**src/rtl/bin2bcd_seq_if.sv**
```systemverilog
// Handshake and result bus between a binary producer and the BCD converter.
// The master drives start/bin_in; the slave (converter) returns status and packed BCD digits.
interface bin2bcd_seq_if #(
    parameter int BIN_W  = 14,
    parameter int DIGITS = 4
);
    logic                  start;
    logic [BIN_W-1:0]      bin_in;
    logic                  busy;
    logic                  done;
    logic                  ovf;
    logic [4*DIGITS-1:0]   bcd_out;

    modport master (
        output start, bin_in,
        input  busy, done, ovf, bcd_out
    );

    modport slave (
        input  start, bin_in,
        output busy, done, ovf, bcd_out
    );
endinterface

```
**src/rtl/bin2bcd_seq.sv**
```systemverilog
// Sequential shift-and-add-3 binary-to-BCD converter, one input bit per clock.
// Latency BIN_W cycles from accept to done; start is ignored while busy (no queueing).
// Back-to-back conversions every BIN_W+1 cycles; bcd_out/ovf hold the previous result until done.
module bin2bcd_seq #(
    parameter int BIN_W    = 14,
    parameter int DIGITS   = 4,
    parameter bit BLANK_LZ = 1'b1
) (
    input  logic          clk,
    input  logic          reset_n,
    bin2bcd_seq_if.slave  bus
);
    localparam int SCR_W = 4 * DIGITS;
    localparam int CNT_W = $clog2(BIN_W + 1);
    localparam logic [CNT_W-1:0] LAST_CNT = CNT_W'(BIN_W - 1);

    localparam logic [0:0] S_IDLE  = 1'b0;
    localparam logic [0:0] S_SHIFT = 1'b1;

    function automatic logic [63:0] max_value(input int n);
        logic [63:0] p;
        p = 64'd1;
        for (int i = 0; i < n; i++) begin
            p = p * 64'd10;
        end
        return p - 64'd1;
    endfunction

    localparam logic [63:0] MAX_VAL = max_value(DIGITS);

    logic [0:0]        state;
    logic [BIN_W-1:0]  bin_sr;
    logic [SCR_W-1:0]  scratch;
    logic [CNT_W-1:0]  cnt;
    logic              ovf_pend;
    logic              done_r;
    logic              ovf_r;
    logic [SCR_W-1:0]  bcd_r;

    logic [SCR_W-1:0]        adj;
    logic [SCR_W+BIN_W-1:0]  shifted;
    logic [SCR_W-1:0]        next_scratch;
    logic [BIN_W-1:0]        next_bin;
    logic [SCR_W-1:0]        final_bcd;
    logic                    leading;
    logic [63:0]             bin_ext;

    assign bin_ext = 64'(bus.bin_in);

    // Per-nibble +3 correction, no carry across digits, then the combined shift.
    always_comb begin
        adj = scratch;
        for (int k = 0; k < DIGITS; k++) begin
            if (adj[4*k +: 4] >= 4'd5) begin
                adj[4*k +: 4] = adj[4*k +: 4] + 4'd3;
            end
        end
        shifted      = {adj, bin_sr} << 1;
        next_scratch = shifted[BIN_W +: SCR_W];
        next_bin     = shifted[BIN_W-1:0];
    end

    // Blank leading zeros from the MSD down; digit 0 is always shown.
    always_comb begin
        final_bcd = next_scratch;
        leading   = 1'b1;
        for (int k = DIGITS - 1; k >= 1; k--) begin
            if (BLANK_LZ && leading && (final_bcd[4*k +: 4] == 4'h0)) begin
                final_bcd[4*k +: 4] = 4'hF;
            end else begin
                leading = 1'b0;
            end
        end
        if (ovf_pend) begin
            final_bcd = '1;
        end
    end

    always_ff @(posedge clk or negedge reset_n) begin
        if (!reset_n) begin
            state    <= S_IDLE;
            bin_sr   <= '0;
            scratch  <= '0;
            cnt      <= '0;
            ovf_pend <= 1'b0;
            done_r   <= 1'b0;
            ovf_r    <= 1'b0;
            bcd_r    <= '0;
        end else begin
            done_r <= 1'b0;
            case (state)
                S_IDLE: begin
                    if (bus.start) begin
                        bin_sr   <= bus.bin_in;
                        scratch  <= '0;
                        cnt      <= '0;
                        ovf_pend <= (bin_ext > MAX_VAL);
                        state    <= S_SHIFT;
                    end
                end
                S_SHIFT: begin
                    bin_sr  <= next_bin;
                    scratch <= next_scratch;
                    cnt     <= cnt + CNT_W'(1);
                    if (cnt == LAST_CNT) begin
                        state  <= S_IDLE;
                        done_r <= 1'b1;
                        bcd_r  <= final_bcd;
                        ovf_r  <= ovf_pend;
                    end
                end
                default: state <= S_IDLE;
            endcase
        end
    end

    assign bus.busy    = (state == S_SHIFT);
    assign bus.done    = done_r;
    assign bus.ovf     = ovf_r;
    assign bus.bcd_out = bcd_r;
endmodule
```
**src/flat_wrapper.sv**
```systemverilog
// flat-port wrapper written by rule: the top's interface ports become plain ports
module bin2bcd_seq_flat 
#(
    parameter int BIN_W    = 14,
    parameter int DIGITS   = 4,
    parameter bit BLANK_LZ = 1'b1
)
  (clk, reset_n, bus_start, bus_bin_in, bus_busy, bus_done, bus_ovf, bus_bcd_out);
  bin2bcd_seq_if #(.BIN_W(BIN_W), .DIGITS(DIGITS)) bus_i ();
  input  logic clk;
  input  logic reset_n;
  input wire logic [$bits(bus_i.start)-1:0] bus_start;
  input wire logic [$bits(bus_i.bin_in)-1:0] bus_bin_in;
  output wire logic [$bits(bus_i.busy)-1:0] bus_busy;
  output wire logic [$bits(bus_i.done)-1:0] bus_done;
  output wire logic [$bits(bus_i.ovf)-1:0] bus_ovf;
  output wire logic [$bits(bus_i.bcd_out)-1:0] bus_bcd_out;
  assign bus_i.start = bus_start;
  assign bus_i.bin_in = bus_bin_in;
  assign bus_busy = bus_i.busy;
  assign bus_done = bus_i.done;
  assign bus_ovf = bus_i.ovf;
  assign bus_bcd_out = bus_i.bcd_out;
  bin2bcd_seq #(.BIN_W(BIN_W), .DIGITS(DIGITS), .BLANK_LZ(BLANK_LZ)) u_core (.clk(clk), .reset_n(reset_n), .bus(bus_i));
endmodule
```
**config.mk**
```make
export PLATFORM = sky130hd
export DESIGN_NAME = bin2bcd_seq_flat
export DESIGN_NICKNAME = d
export VERILOG_FILES = /design/src/rtl/bin2bcd_seq_if.sv /design/src/rtl/bin2bcd_seq.sv /design/src/flat_wrapper.sv
export SDC_FILE = /design/constraint.sdc
export NUM_CORES = 1
export LEC_CHECK = 0
export CORE_UTILIZATION = 38
export CTS_BUF_LIST = sky130_fd_sc_hd__clkbuf_4
export CTS_CLUSTER_SIZE = 20
export DETAILED_ROUTE_END_ITERATION = 8
export SETUP_SLACK_MARGIN = 0.15
export SLEW_MARGIN = 40
export SYNTH_ARGS = -nofsm -noshare
export SYNTH_HDL_FRONTEND = slang
export SYNTH_SLANG_ARGS = --single-unit
```
**constraint.sdc**
```tcl
create_clock -name clk -period 4.26 [get_ports clk]
set_input_delay 0.852 -clock clk [delete_from_list [all_inputs] [get_ports clk]]
set_output_delay 0.852 -clock clk [all_outputs]
set_load 0.02 [all_outputs]
```
==> results of run 1 <==
## final timing paths
kind                                                      end  slack, ps
max                                                  bus_busy       1580
min                        u_core.bus.bcd_out[14]$_DFFE_PN0P_        400
max reg2reg                 u_core.bus.bcd_out[4]$_DFFE_PN0P_       2170
min reg2reg                      u_core.bin_sr[3]$_DFFE_PN0P_        510
max in group asynchronous       u_core.scratch[5]$_DFFE_PN0P_       3210
min in group clk                 u_core.bin_sr[3]$_DFFE_PN0P_        510
## cell usage in the layout, fill, tap and decap left out, drive strengths merged, types with 8 or more instances in the layout
| cell type | n |
|---|---|
| dfrtp | 54 |
| o21ai | 25 |
| nand2b | 24 |
| ha | 10 |
| nand2 | 30 |
| a211oi | 8 |
| a21oi | 14 |
| clkdlybuf4s50 | 33 |
| inv | 9 |
| mux2i | 28 |
| nor2 | 24 |
## kinds of logic after synthesis
group | Yosys count
DFF | 54
adders and majority gates | 10
buffers and inverters | 23
xor gates and xnor gates | 7
and+or+nand+nor | 91
muxes | 31
AOI/OAI and AO/OA | 63
## cell type report
| type | instances | area (um2) | share of cell area |
|---|---|---|---|
| multi-input combinational | 202 | 1370 | 0.415 |
| sequential | 54 | 1350 | 0.410 |
| timing repair buffer | 39 | 373 | 0.113 |
| tap | 96 | 120 | 0.0364 |
| clock buffer | 6 | 45.0 | 0.0136 |
| inverter | 9 | 33.8 | 0.0102 |
| clock inverter | 2 | 8.76 | 0.00265 |
## sequential cells by signal, indices dropped and copies added (netlist names)
signal              cells
u_core.ovf_pend         1
u_core.bus.bcd_out     16
u_core.scratch         16
u_core.bus.busy         1
u_core.cnt              4
u_core.bus.ovf          1
u_core.bus.done         1
u_core.bin_sr          14
## layer usage
metal / share of wire / wire length, um
met5: 0 / 0
met4: 0.016 / 82
met3: 0.035 / 182
met2: 0.43 / 2240
met1: 0.52 / 2760
## per-stage QoR
| stage | instance area, um2 | hold slack (ps) | worst slack, ps | total power, mW | util |
|---|---|---|---|---|---|
| global placement | 3250 | 464 | 1430 | 2.21 | 0.466 |
| floorplan | 2810 | 452 | 2400 | 1.84 | - |
| global route | 3300 | 396 | 1470 | 2.67 | 0.473 |
| finish | 3300 | 395 | 1580 | 2.43 | 0.473 |
| detailed placement | 3250 | 474 | 1980 | 2.24 | 0.465 |
| CTS | 3300 | 514 | 1540 | 2.47 | 0.473 |
## power groups by stage
stage	logic, mW	registers [mW]	clock network [mW]
after global placement	1.26	0.954	0
after detailed placement	1.28	0.959	0
final	1.26	0.946	0.221
after CTS	1.28	0.947	0.237
after global routing	1.44	0.983	0.252
after floorplan	0.839	1.00	0
==> flow_metrics.py, run 1 <==
metrics = {
    "cts": {
        "cts.htree.levels": 2,
        "cts.path.max_buffers": 2,
        "post_cts_buffers": 0,
        "insertion_delay_ps": 370,
        "clk_pin_slew_worst_paths_ps": 140,
        "clock_sinks": 54,
        "cts_resized": 0,
        "clk_root_buffer_cell": "clkbuf_4",
        "ctsHoldBuffers": 0,
        "cts_tree": "built",
        "cts_buffers": 5,
    },
    "grt": {
        "overflow": 0,
        "grt_max_degree": 35,
        "met1_usage": 0.213,
        "grt_util_all_layers": 0.154,
        "grt_pass1_vias": 1888,
        "antenna_found_initial": 0,
        "grt_pass1_wl_um": 9090,
        "busiest_layer": "met2",
        "use_met3": 0.0283,
        "use_met2": 0.239,
    },
    "logic_synthesis": {
        "synth_top_area_share": 0.481,
        "syn_nets": 306,
        "synth_compound_area_frac": 0.146,
        "ys.flop_type": "dfrtp_1",
        "synthArstFlopShare": 1.00,
        "yosysWarnings": 0,
        "synth-xor-area-share": 0.0218,
        "ys_ff_latch": 54,
        "ys_types": 35,
        "synthSimpleGateAreaFrac": 0.163,
        "synth.top_cells.by_count": "dfrtp_1, nand2_1, mux2i_1, nor2_1, nand2b_1",
        "ys_seq_area_frac": 0.481,
        "muxShareOfSynthArea": 0.112,
        "synth_edf_count": 0,
        "synth.largest_area_cell": "dfrtp_1",
        "synth_top_family_by_area": "simple AND/OR/NAND/NOR gates",
        "syn_avg_cell_area_um2": 10.1,
        "netlist_instances": 279,
        "synth_most_common_cell": "dfrtp_1",
        "synthTopCellsByArea": "dfrtp_1, mux2i_1, nand2b_1, ha_1, nand2_1",
        "synthAdderAreaFrac": 0.0445,
        "netlist_area_mm2": 0.00281,
    },
    "power_and_ir_drop": {
        "seq_power_share": 0.389,
        "power_leakage_nw": 1.48,
        "p_sw_frac": 0.423,
        "p_int_mw": 1.40,
        "power.switching_mw": 1.03,
        "powerDensity_mw_per_mm2": 736,
        "ir_drop_mv": 0.249,
        "p_comb_frac": 0.520,
        "clkPwrFrac": 0.091,
    },
    "worst_setup_path": {
        "critical_path_class": "flop to primary output",
        "reg2reg_depth": 7,
        "required_ps": 3410,
        "critPathSlowestCell": "dfrtp_2",
        "crit-reg2reg-launch": "u_core.scratch[12]$_DFFE_PN0P_",
        "cp_num_buf_inv": 1,
        "path_depth": 1,
        "path_cells": "clkdlybuf4s50_1",
        "critPathMaxFanout": 28,
        "critical_path.top_delay_family": "flip-flops",
        "endpoint_kind": "primary output",
        "startpoint": "u_core.bus.busy$_DFF_PN0_",
        "cp_slowest_stage_delay_ps": 750,
        "critPathArrivalTime_ps": 1830,
        "start_kind": "flop",
    },
    "die": {
        "dieArea_mm2": 0.00774,
        "core-area_mm2": 0.00698,
        "io_pins": 36,
        "die_h_um": 88.0,
        "core.rowCount": 30,
        "die_w_um": 88.0,
        "initial_core_util": 0.402,
    },
    "final_layout": {
        "layout.nets": 338,
        "fill_cells": 701,
        "drive_above_1_share": 0.0801,
        "diodes": 0,
        "area_delta_synth_final_pct": 17.6,
        "layoutNonFillerInstCount": 408,
    },
    "sta": {
        "fin_skew_ps": 8.06,
        "maxSlewViolCount": 0,
        "period_minus_slack_ps": 2680,
        "tns_ps": 0,
        "hold_violations": 0,
        "worstMarginPinSlew_ps": 558,
        "rsz0062_at_grt": "no",
        "slew_headroom": 0.628,
        "finalCritPeriodShare": 0.630,
        "setup_violations": 0,
        "fmax_ghz": 0.373,
    },
    "detailed_routing": {
        "avgViaCountPerCell": 4.98,
        "drtAntennaViolNets": 0,
        "wl_per_cell_um": 12.9,
        "drc": 0,
        "drt-total-wl_um": 5270,
        "vias": 2030,
        "drtIter0Drc": 70,
        "firstDrtPassIters": 4,
    },
    "place": {
        "portBuffers": 35,
        "dp.cells": 400,
        "gp_congestion": 0.752,
        "dp_hpwl_um": 3720,
    },
    "min_path": {
        "min_path_type": "input pin to async pin",
    },
    "run_status": {
        "status": "complete, no violations",
    },
    "flow_run": {
        "max_cap_viol_count": 0,
    },
}
Power figures use the tool's default switching activity.
==> run 2, diff against run 1 <==
==> constraint.sdc (replaced) <==
create_clock -name clk -period 2.55 [get_ports clk]
set_input_delay 0.51 -clock clk [delete_from_list [all_inputs] [get_ports clk]]
set_output_delay 0.51 -clock clk [all_outputs]
set_load 0.02 [all_outputs]
==> flow_metrics.py, run 2 (synthesis gave the netlist of run 1 again) <==
metrics = {
    "final_layout": {
        "mostFrequentLayoutCells": "dfrtp_1, clkdlybuf4s50_1, nand2_1, mux2i_1, nor2_1",
        "layoutNonFillerInstCount": 409,
        "area_delta_synth_final_pct": 20.0,
        "drive_above_1_share": 0.0799,
        "final_common_cell": "dfrtp_1",
        "layout.nets": 339,
        "diodes": 0,
        "fin_util": 0.483,
    },
    "grt": {
        "met1_usage": 0.223,
        "grt_max_degree": 36,
        "antenna_found_initial": 0,
        "grt_pass1_wl_um": 9760,
        "busiest_layer": "met2",
        "overflow": 0,
        "grt_util_all_layers": 0.163,
        "use_met2": 0.259,
        "use_met3": 0.0320,
        "grt_pass1_vias": 2091,
    },
    "worst_setup_path": {
        "cp_num_buf_inv": 1,
        "critPathArrivalTime_ps": 2370,
        "cp_slowest_stage_delay_ps": 440,
        "critical_path_class": "flop to flop",
        "path_cells": "inv_1 > ha_1 > nand2b_1 > a21oi_1 > mux2i_1 > nand4_2 > a31oi_1",
        "critPathMaxFanout": 8,
        "endpoint_kind": "flop",
        "critical_path.top_delay_family": "compound AO/OA/AOI/OAI gates",
        "critPathSlowestCell": "dfrtp_1",
        "required_ps": 2860,
        "start_kind": "flop",
    },
    "die": {
        "dieArea_mm2": 0.00774,
        "die_h_um": 88.0,
        "core.rowCount": 30,
        "core-area_mm2": 0.00698,
        "io_pins": 36,
        "die_w_um": 88.0,
        "initial_core_util": 0.402,
    },
    "sta": {
        "rsz0062_at_grt": "no",
        "period_minus_slack_ps": 2060,
        "slew_headroom": 0.651,
        "fin_skew_ps": 7.48,
        "worstMarginPinSlew_ps": 523,
        "maxSlewViolCount": 0,
        "hold_violations": 0,
        "worst_slack_ps": 491,
        "setup_violations": 0,
        "tns_ps": 0,
        "fmax_ghz": 0.486,
        "finalCritPeriodShare": 0.808,
    },
    "place": {
        "dp.cells": 401,
        "portBuffers": 35,
        "dp_hpwl_um": 4010,
        "dp_slack_ps": 480,
        "gp_congestion": 0.823,
    },
    "detailed_routing": {
        "firstDrtPassIters": 4,
        "wl_per_cell_um": 13.6,
        "avgViaCountPerCell": 5.06,
        "drtIter0Drc": 77,
        "drt-total-wl_um": 5570,
        "vias": 2071,
        "drc": 0,
        "drtAntennaViolNets": 0,
    },
    "power_and_ir_drop": {
        "powerDensity_mw_per_mm2": 1280,
        "seq_power_share": 0.358,
        "power_leakage_nw": 1.51,
        "p_comb_frac": 0.508,
        "finalPower_mw": 4.33,
        "p_sw_frac": 0.413,
        "p_int_mw": 2.54,
        "clkPwrFrac": 0.134,
        "power.switching_mw": 1.79,
        "ir_drop_mv": 0.432,
    },
    "cts": {
        "insertion_delay_ps": 380,
        "cts.htree.levels": 2,
        "ctsHoldBuffers": 0,
        "cts_buffers": 5,
        "cts_tree": "built",
        "clk_root_buffer_cell": "clkbuf_4",
        "cts_resized": 0,
        "post_cts_buffers": 0,
        "clk_pin_slew_worst_paths_ps": 160,
        "clock_sinks": 54,
        "cts.path.max_buffers": 2,
    },
    "flow_run": {
        "max_cap_viol_count": 0,
    },
    "run_status": {
        "status": "complete, no violations",
    },
    "min_path": {
        "min_path_type": "input pin to async pin",
    },
}
## run 2: metal layers
layer  wire (um)  part of all wire
met1        2820              0.51
met2        2520              0.45
met4          66             0.012
met5           0                 0
met3         164             0.029
## run 2: path summary, 6_finish.rpt
| check | from | to | slack (ps) | cells past startpoint |
|---|---|---|---|---|
| worst max-delay path | u_core.scratch[12]$_DFFE_PN0P_ | u_core.bus.bcd_out[8]$_DFFE_PN0P_ | 490 | 7 |
| worst min-delay path | reset_n | u_core.bus.bcd_out[8]$_DFFE_PN0P_ | 80 | 1 |
| worst max register to register | u_core.scratch[12]$_DFFE_PN0P_ | u_core.bus.bcd_out[8]$_DFFE_PN0P_ | 490 | 7 |
| worst min register to register | u_core.bin_sr[1]$_DFFE_PN0P_ | u_core.bin_sr[2]$_DFFE_PN0P_ | 500 | 2 |
| max in group asynchronous | reset_n | u_core.bus.busy$_DFF_PN0_ | 1900 | 2 |
| min in group clk | u_core.bin_sr[1]$_DFFE_PN0P_ | u_core.bin_sr[2]$_DFFE_PN0P_ | 500 | 2 |
## run 2: stage by stage
step           cell area (um2)  hold slack [ps]
2_1_floorplan             2810              214
3_3_place_gp              3270              464
3_5_place_dp              3270              473
4_1_cts                   3370             79.3
5_1_grt                   3370              103
6_report                  3370             81.0
## run 2: layout make-up
cell class                 count  area [um2]
sequential                    54        1350
tap                           96         120
clock inverter                 3        63.8
fill                         672        3610
multi-input combinational    202        1370
inverter                       9        33.8
timing repair buffer          40         395
clock buffer                   5        37.5
## run 2: power by group through the flow
stage	combinational, mW	sequential [mW]	clock, mW
final	2.20	1.55	0.579
after global routing	2.48	1.60	0.620
after CTS	2.23	1.55	0.598
after detailed placement	2.22	1.57	0
after global placement	2.18	1.56	0
after floorplan	1.40	1.67	0
==> run 3, diff against run 2 <==
==> constraint.sdc (replaced) <==
create_clock -name clk -period 2.06 [get_ports clk]
set_input_delay 0.412 -clock clk [delete_from_list [all_inputs] [get_ports clk]]
set_output_delay 0.412 -clock clk [all_outputs]
set_load 0.02 [all_outputs]
==> flow_metrics.py, run 3 (synthesis gave the netlist of run 1 again) <==
metrics = {
    "power_and_ir_drop": {
        "powerDensity_mw_per_mm2": 1550,
        "ir_drop_mv": 0.408,
        "finalPower_mw": 5.35,
        "power_leakage_nw": 1.53,
    },
    "cts": {
        "clk_root_buffer_cell": "clkbuf_4",
        "cts_tree": "built",
        "cts.htree.levels": 2,
        "clk_pin_slew_worst_paths_ps": 160,
        "cts_buffers": 5,
        "clock_sinks": 54,
        "cts.path.max_buffers": 2,
        "insertion_delay_ps": 370,
    },
    "detailed_routing": {
        "drc": 0,
        "drtIter0Drc": 104,
        "firstDrtPassIters": 4,
        "vias": 2101,
        "avgViaCountPerCell": 5.03,
        "drt-total-wl_um": 5500,
        "drtAntennaViolNets": 0,
        "wl_per_cell_um": 13.2,
    },
    "sta": {
        "setup_violations": 0,
        "fmax_ghz": 0.539,
        "fin_skew_ps": 11.6,
        "maxSlewViolCount": 0,
        "tns_ps": 0,
        "period_minus_slack_ps": 1860,
        "rsz0062_at_grt": "yes",
        "worstMarginPinSlew_ps": 439,
        "hold_violations": 0,
        "finalCritPeriodShare": 0.901,
        "slew_headroom": 0.706,
    },
    "final_layout": {
        "seq_area_mm2": 0.00135,
        "area_delta_synth_final_pct": 23.1,
        "layoutNonFillerInstCount": 418,
        "multiInputGateArea_mm2": 0.00142,
        "drive_above_1_share": 0.152,
        "layout.nets": 348,
        "mostFrequentLayoutCells": "dfrtp_1, clkdlybuf4s50_1, nand2_1, mux2i_1, nor2_1",
        "fill_cells": 679,
        "diodes": 0,
        "final_common_cell": "dfrtp_1",
    },
    "grt": {
        "grt_pass1_wl_um": 9580,
        "antenna_found_initial": 0,
        "grt_pass1_vias": 2021,
        "grt_max_degree": 55,
        "grt_util_all_layers": 0.161,
        "overflow": 0,
    },
    "place": {
        "dp.cells": 407,
        "dp_hpwl_um": 3760,
        "gp_congestion": 0.765,
        "portBuffers": 35,
    },
    "flow_run": {
        "max_cap_viol_count": 0,
    },
    "die": {
        "die_h_um": 88.0,
        "io_pins": 36,
        "core-area_mm2": 0.00698,
        "die_w_um": 88.0,
        "core.rowCount": 30,
        "initial_core_util": 0.402,
        "dieArea_mm2": 0.00774,
    },
    "worst_setup_path": {
        "start_kind": "flop",
        "crit-reg2reg-launch": "u_core.scratch[4]$_DFFE_PN0P_",
        "required_ps": 2360,
        "startpoint": "u_core.scratch[4]$_DFFE_PN0P_",
        "endpoint_kind": "flop",
        "critical_path_class": "flop to flop",
        "critPathArrivalTime_ps": 2160,
        "critPathMaxFanout": 5,
    },
    "min_path": {
        "min_from": "u_core.bin_sr[12]$_DFFE_PN0P_",
        "min_path_type": "flop to flop",
    },
    "run_status": {
        "status": "complete, no violations",
    },
}
-- run 3: cell types whose count changed in the layout (fill, tap and decap cells not counted), sizes merged --
cell,before,now
dlygate4sd3,0,1
clkdlybuf4s50,34,33
bufinv,2,0
buf,6,14
clkinv,1,2
clkinvlp,0,1
dlymetal6s2s,0,1
-- run 3: per-layer routing --
| metal | routed length, um | GRT usage |
|---|---|---|
| met1 | 2770 | 0.221 |
| met2 | 2490 | 0.255 |
| met3 | 170 | 0.0349 |
| met4 | 65 | 0.0507 |
| met5 | 0 | 0 |
-- run 3: final cells by class --
type	count	share of cell area
clock buffer	5	0.0109
inverter	9	0.00977
clock inverter	3	0.00471
tap	96	0.0347
sequential	54	0.391
timing repair buffer	49	0.139
multi-input combinational	202	0.410
-- run 3: final timing paths --
path / end / slack [ps] / depth (start not counted)
min reg2reg: u_core.bin_sr[13]$_DFFE_PN0P_ / 500 / 2
max in group asynchronous: u_core.ovf_pend$_DFFE_PN0P_ / 1260 / 3
min in group asynchronous: u_core.bus.bcd_out[15]$_DFFE_PN0P_ / 550 / 3
max: u_core.bus.bcd_out[4]$_DFFE_PN0P_ / 200 / 7
min: u_core.bin_sr[13]$_DFFE_PN0P_ / 500 / 2
max reg2reg: u_core.bus.bcd_out[4]$_DFFE_PN0P_ / 200 / 7
-- run 3: repair_timing --
item,in CTS,in global routing
setup buffers,2,0
hold buffers,1,0
setup endpoints to repair,6,13
pin swaps,1,3
resized for setup,0,19
endpoints found under the hold margin,16,0
-- run 3: where the power goes --
group	switching (mW)	internal, mW	total [mW]
logic	1.56	1.40	2.96
registers	0.384	1.54	1.92
clock network	0.336	0.128	0.464
total	2.28	3.07	5.35
-- run 3: worst max-delay path, stage by stage (launching register included) --
cell and delay (ps):
dfrtp_1 450, inv_1 110, ha_2 220, nand2b_4 60, a21oi_4 210, xnor2_1 190, o311a_1 350, a211oi_2 190
-- run 3: through the flow --
step	hold WS (ps)	area (um2)	worst slack [ps]	util
3_3_place_gp	437	3330	189	0.477
2_1_floorplan	116	2810	251	-
4_1_cts	504	3410	163	0.488
6_report	501	3460	205	0.495
5_1_grt	514	3460	106	0.495
3_5_place_dp	434	3330	130	0.477
